`src/rtl/cla_pkg.sv`:
```
// Shared sizing and the stage-1 propagate/generate register layout for the 28-bit CLA pipe.
package cla_pkg;

    localparam int CLA_WIDTH  = 28;
    localparam int CLA_GROUP  = 4;
    localparam int CLA_NGROUP = CLA_WIDTH / CLA_GROUP;

    typedef struct packed {
        logic [CLA_WIDTH-1:0]  h;
        logic [CLA_WIDTH-1:0]  p;
        logic [CLA_WIDTH-1:0]  g;
        logic [CLA_NGROUP-1:0] Pg;
        logic [CLA_NGROUP-1:0] Gg;
        logic                  cin;
    } pg_stage_t;

endpackage

```
`src/rtl/cla_group_carry.sv`:
```
// Ripple of carries inside one lookahead group, seeded with the group carry-in.
module cla_group_carry #(
    parameter int GROUP = 4
) (
    input  logic [GROUP-1:0] i_p,
    input  logic [GROUP-1:0] i_g,
    input  logic             i_c,
    output logic [GROUP-1:0] o_ci
);

    // o_ci[j] is the carry into bit j of the group
    always_comb begin
        logic c;
        c    = i_c;
        o_ci = '0;
        for (int unsigned j = 0; j < GROUP; j++) begin
            o_ci[j] = c;
            c       = i_g[j] | (i_p[j] & c);
        end
    end

endmodule

```
`src/rtl/cla_carry_resolve_pipe.sv`:
```
// Two-stage valid/ready CLA adder: stage 1 registers P/G terms, stage 2 resolves carries and registers the sum.
module cla_carry_resolve_pipe
    import cla_pkg::*;
#(
    parameter int WIDTH = CLA_WIDTH,
    parameter int GROUP = CLA_GROUP
) (
    input  logic             clk,
    input  logic             rst_n,
    input  logic             in_valid,
    output logic             in_ready,
    input  logic [WIDTH-1:0] in_a,
    input  logic [WIDTH-1:0] in_b,
    input  logic             in_cin,
    output logic             out_valid,
    input  logic             out_ready,
    output logic [WIDTH-1:0] out_sum,
    output logic             out_cout,
    output logic             out_ovf
);

    localparam int NGROUP = WIDTH / GROUP;

    pg_stage_t        w_pg;
    pg_stage_t        r_s1;
    logic             r_s1_valid;
    logic             w_s2_ready;
    logic [NGROUP-1:0] w_gc;
    logic             w_cout;
    logic [WIDTH-1:0] w_ci;
    logic [WIDTH-1:0] w_sum;
    logic             w_ovf;

    assign w_s2_ready = !out_valid || out_ready;
    assign in_ready   = !r_s1_valid || w_s2_ready;

    always_comb begin
        logic gacc;
        gacc     = 1'b0;
        w_pg     = '0;
        w_pg.h   = in_a ^ in_b;
        w_pg.p   = in_a | in_b;
        w_pg.g   = in_a & in_b;
        w_pg.cin = in_cin;
        for (int unsigned k = 0; k < NGROUP; k++) begin
            w_pg.Pg[k] = &w_pg.p[k*GROUP +: GROUP];
            gacc = 1'b0;
            for (int unsigned j = 0; j < GROUP; j++) begin
                gacc = w_pg.g[k*GROUP+j] | (w_pg.p[k*GROUP+j] & gacc);
            end
            w_pg.Gg[k] = gacc;
        end
    end

    always_ff @(posedge clk or negedge rst_n) begin
        if (!rst_n) begin
            r_s1       <= '0;
            r_s1_valid <= 1'b0;
        end else if (in_ready) begin
            r_s1_valid <= in_valid;
            if (in_valid) begin
                r_s1 <= w_pg;
            end
        end
    end

    // Group-level lookahead chain; each group then ripples from its own carry-in
    always_comb begin
        logic c;
        c    = r_s1.cin;
        w_gc = '0;
        for (int unsigned k = 0; k < NGROUP; k++) begin
            w_gc[k] = c;
            c       = r_s1.Gg[k] | (r_s1.Pg[k] & c);
        end
        w_cout = c;
    end

    for (genvar k = 0; k < NGROUP; k++) begin : g_grp
        cla_group_carry #(
            .GROUP (GROUP)
        ) u_gc (
            .i_p  (r_s1.p[k*GROUP +: GROUP]),
            .i_g  (r_s1.g[k*GROUP +: GROUP]),
            .i_c  (w_gc[k]),
            .o_ci (w_ci[k*GROUP +: GROUP])
        );
    end

    assign w_sum = r_s1.h ^ w_ci;
    assign w_ovf = w_ci[WIDTH-1] ^ w_cout;

    always_ff @(posedge clk or negedge rst_n) begin
        if (!rst_n) begin
            out_valid <= 1'b0;
            out_sum   <= '0;
            out_cout  <= 1'b0;
            out_ovf   <= 1'b0;
        end else if (w_s2_ready) begin
            out_valid <= r_s1_valid;
            if (r_s1_valid) begin
                out_sum  <= w_sum;
                out_cout <= w_cout;
                out_ovf  <= w_ovf;
            end
        end
    end

endmodule

```
`config.mk`:
```
export PLATFORM = sky130hd
export DESIGN_NAME = cla_carry_resolve_pipe
export DESIGN_NICKNAME = d
export VERILOG_FILES = /design/src/rtl/cla_pkg.sv /design/src/rtl/cla_group_carry.sv /design/src/rtl/cla_carry_resolve_pipe.sv
export SDC_FILE = /design/constraint.sdc
export NUM_CORES = 1
export LEC_CHECK = 0
export CAP_MARGIN = 20
export CORE_MARGIN = 8
export CORE_UTILIZATION = 53
export DETAILED_ROUTE_END_ITERATION = 8
export HOLD_SLACK_MARGIN = 0.15
export PLACE_DENSITY = 0.81
export SKIP_LAST_GASP = 1
export SYNTH_ARGS = -nofsm -noshare
export SYNTH_HDL_FRONTEND = slang
export SYNTH_HIERARCHICAL = 1
export SYNTH_SLANG_ARGS = --single-unit
```
`constraint.sdc`:
```
create_clock -name clk -period 3.3 [get_ports clk]
set_clock_uncertainty 0.2 [all_clocks]
set_input_delay 0.495 -clock clk [delete_from_list [all_inputs] [get_ports clk]]
set_output_delay 0.495 -clock clk [all_outputs]
set_load 0.005 [all_outputs]
```
# Yosys cells after proc, flatten, opt, wreduce, memory -nomap -nowiden
# Index checks and enable logic that the tools add are counted.
# totals
input_bits	61
out_inout_bits	32
reg_bits	129
word_cells	127
# classes
n_reduce_logical	13
n_bitwise	103
# ops
operator	count
$xor 28x28->28	2
$and 1x1->1	49
$or 1x1->1	49
$and 28x28->28	1
$or 28x28->28	1
$reduce_and 4->1	7
$reduce_and 2->1	2
$logic_not 1->1	2
$logic_or 1x1->1	2
$xor 1x1->1	1

# Depth between registers and ports, before layout
# depth
ltp_word	19
depth_mapped	9

# Modules after synthesis
# The synthesis kept the hierarchy.
# modules_own_cells
mod	seq_area_each_um2	n_inst	area_each_um2	cells_each
cla_carry_resolve_pipe	3278.1	1	6247.2	672
cla_group_carry	0.0	7	38.8	5

# Least setup slack after synthesis
# OpenSTA, ideal clock, no wires.
# synth_timing
path_kind	reg2reg
start	register r_s1[0] (netlist name)
end	register out_sum[23]
path_stages_with_launch	9
period_less_slack_ns	2.266
setup_slack_ns	1.034
arrival_ns	1.933
path_cell_list	dfrtp_1 a21o_1 and4_4 or3_1 a21o_1 a21o_1 a31o_1 xnor2_1 o21ai_0
# synth_between
elab_chain_len	17
# synth_lines
item	line	source
start, declared	cla_carry_resolve_pipe.sv:25	pg_stage_t r_s1;
start signal, assigned	cla_carry_resolve_pipe.sv:62	r_s1 <= w_pg;
$and 1x1->1	cla_carry_resolve_pipe.sv:74	c = r_s1.Gg[k] | (r_s1.Pg[k] & c);
$or 1x1->1	cla_carry_resolve_pipe.sv:74	
net w_gc[1]	cla_carry_resolve_pipe.sv:28	logic [NGROUP-1:0] w_gc;
$and 1x1->1	cla_carry_resolve_pipe.sv:74	
$or 1x1->1	cla_carry_resolve_pipe.sv:74	
$and 1x1->1	cla_carry_resolve_pipe.sv:74	
$or 1x1->1	cla_carry_resolve_pipe.sv:74	
$and 1x1->1	cla_carry_resolve_pipe.sv:74	
[... 1 more ...]	-	
net w_gc[4]	cla_carry_resolve_pipe.sv:28	
[... 2 more ...]	-	
net w_gc[5]	cla_carry_resolve_pipe.sv:28	
[... 1 more ...]	-	
$or 1x1->1	cla_group_carry.sv:18	c = i_g[j] | (i_p[j] & c);
net w_ci[21]	cla_carry_resolve_pipe.sv:30	logic [WIDTH-1:0] w_ci;
$and 1x1->1	cla_group_carry.sv:18	
$or 1x1->1	cla_group_carry.sv:18	
$and 1x1->1	cla_group_carry.sv:18	
$or 1x1->1	cla_group_carry.sv:18	
net w_ci[23]	cla_carry_resolve_pipe.sv:30	
$xor 28x28->28	cla_carry_resolve_pipe.sv:90	assign w_sum = r_s1.h ^ w_ci;
end signal, assigned	cla_carry_resolve_pipe.sv:102	out_sum <= w_sum;
end, declared	cla_carry_resolve_pipe.sv:17	output logic [WIDTH-1:0] out_sum,
# The timed path passes the listed nets, and every way through them passes these cells.
# A chain may end at the register's enable or synchronous reset.

# Worst setup path in the final report
# Same ends and word-level chain as after synthesis.

==> out/results.tsv <==
stage	metric	value	unit
global_route	globalRouteOverflowTotal	0	
sta	tightest_slew	664	ps
sta	clock.fmax	392	MHz
logic_synthesis	syn_avg_cell_area	9.09	µm²
power_and_ir_drop	power.density	644	mW/mm²
power_and_ir_drop	peakVddDrop	546	µV
floorplan	die-width	123	µm
clock_tree	cts.sinks	117	
clock_tree	ctsHtreeMaxLevel	4	
worst_setup_path	cp_max_fo	5	
placement	dpl.hpwl	9.82	mm
logic_synthesis	yosysWarnings	6	
global_route	grt_pass1_vias	4939	
final_layout	stdcell_area	0.00770	mm²
global_route	grt_pass1_wl	23.2	mm
routing	first_pass_iters	6	
status	status	completed	
power_and_ir_drop	leakage	0.00391	µW
logic_synthesis	syn_nets	782	
placement	port_buffers	92	
worst_hold_path	hold_path_class	register to register	
worst_setup_path	worst_setup_path_start_kind	register	
logic_synthesis	syn_inst	665	
clock_tree	cts_buffers	17	
clock_tree	cts_tree	built	
worst_setup_path	worst_setup_path_end_kind	register	
final_layout	antenna_cells	0	
routing	route.antenna.remaining_nets	0	
clock_tree	clockRootBuffer	clkbuf_16	
job	cap_violations	0	
sta	slew_headroom	55.7	%
sta	finalSetupViolCount	0	
sta	whs	276	ps
clock_tree	clockBufferDepth	2	
placement	dpl_cell_area	0.00704	mm²
floorplan	die_area	0.0151	mm²
routing	vias_per_cell	5.20	
sta	finalHoldViolations	0	
clock_tree	post_cts_buffers	0	
sta	post-route-period-util	77.3	%
final_layout	nets	865	
sta	drv_slew	0	
floorplan	io-pin-count	93	
power_and_ir_drop	total_power	4950	µW
final_layout	fin_cells	904	
sta	grt_setup_unrepaired	no	
routing	wl_per_cell	15.2	µm
sta	period_needed	2550	ps
placement	dp_cells	871	
final_layout	areaGrowthSynthToFinish	27.3	%
routing	drc	0	
global_route	grt_antenna_before_repair	0	
global_route	grt_use_total	19.3	%
floorplan	die_y	123	µm
logic_synthesis	synth_area	0.00605	mm²
sta	tns	0	ps
global_route	grt_max_degree	72	
clock_tree	path_clk_slew	50	ps
routing	drt_iter0_markers	277	
worst_setup_path	required	3370	ps
routing	wirelength	13.8	mm
final_layout	n_fill_cell	838	
worst_setup_path	arrival	2620	ps
routing	vias	4700	
placement	place.gp.congestion	0.808	
final_layout	drive_gt1_share	5.65	%
floorplan	core_area	0.0113	mm²
worst_setup_path	critPathKind	register to register	
clock_tree	worstSkewPairLatency	400	ps
floorplan	rows	39	
floorplan	initial_utilization	53.6	%
[state kept, by name (all words and copies together), names as in the netlist]
name	count
out_sum	28
out_cout	1
r_s1	85
r_s1_valid	1
out_valid	1
out_ovf	1
[power breakdown]
| group | leakage, µW | internal [µW] | switching [µW] |
|---|---|---|---|
| sequential | 0.00142 | 1710 | 198 |
| clock | 0.000309 | 1360 | 639 |
| combinational | 0.00218 | 574 | 474 |
[per-layer routing]
| metal | vias to the layer above | global-route usage (%) | wire length [µm] |
|---|---|---|---|
| met5 | - | 0 | 0 |
| met1 | 2266 | 22.7 | 5690 |
| met4 | 0 | 7.77 | 248 |
| met3 | 21 | 4.09 | 700 |
| li1 | 2283 | - | - |
| met2 | 130 | 33.5 | 7120 |
[layout by cell type, fill, tap and decap left out, drive strengths merged, types with 2 or more instances in the layout]
cell and instances:
or4 7, nand2 194, clkinvlp 3, clkinv 5
clkdlybuf4s50 91, dfrtp 117, nor2 10, a21o 25
o21a 2, a31o 7, inv 72, ha 56
a31oi 7, bufinv 5, and2 2, xnor2 28
nand2b 11, buf 7, o21ai 65, clkbuf 19
o21bai 7, a21oi 9
[layout make-up]
type	instances	area, µm²	share of cell area [%]
multi-input combinational	441	2670	34.7
tap	143	179	2.32
clock buffer	19	443	5.76
sequential	117	2930	38.0
inverter	72	270	3.51
timing repair buffer	99	998	13.0
clock inverter	13	205	2.67
[final timing paths]
| kind | startpoint | endpoint | slack (ps) | depth (start not counted) |
|---|---|---|---|---|
| setup / recovery | r_s1[0] | out_sum[23] | 750 | 8 |
| hold / removal | out_sum[15] | out_sum[15] | 280 | 2 |
| setup reg to reg | r_s1[0] | out_sum[23] | 750 | 8 |
| hold reg to reg | out_sum[15] | out_sum[15] | 280 | 2 |
| max in group asynchronous | rst_n | r_s1[36] | 1660 | 3 |
| min in group asynchronous | rst_n | out_sum[4] | 480 | 2 |
[what timing repair did]
action | 4_1_cts | 5_1_grt
hold buffers | 1 | 0
hold endpoints to repair | 48 | 0
gates resized for setup | 0 | 0
[stage by stage]
step | worst slack, ps | utilization (%)
finish | 749 | 68.3
global placement | 776 | 62.4
floorplan | 1030 | -
detailed placement | 751 | 62.4
global route | 650 | 68.3
CTS | 746 | 68.3
[critical path, cell delays in order, from the launching register on]
cell	delay, ps
dfrtp_1	420
a21o_1	240
and4_4	230
or3_1	430
a21o_1	250
a21o_1	200
a31o_1	240
xnor2_1	140
o21ai_0	90
Note: power is estimated with default switching activity, not from simulation.
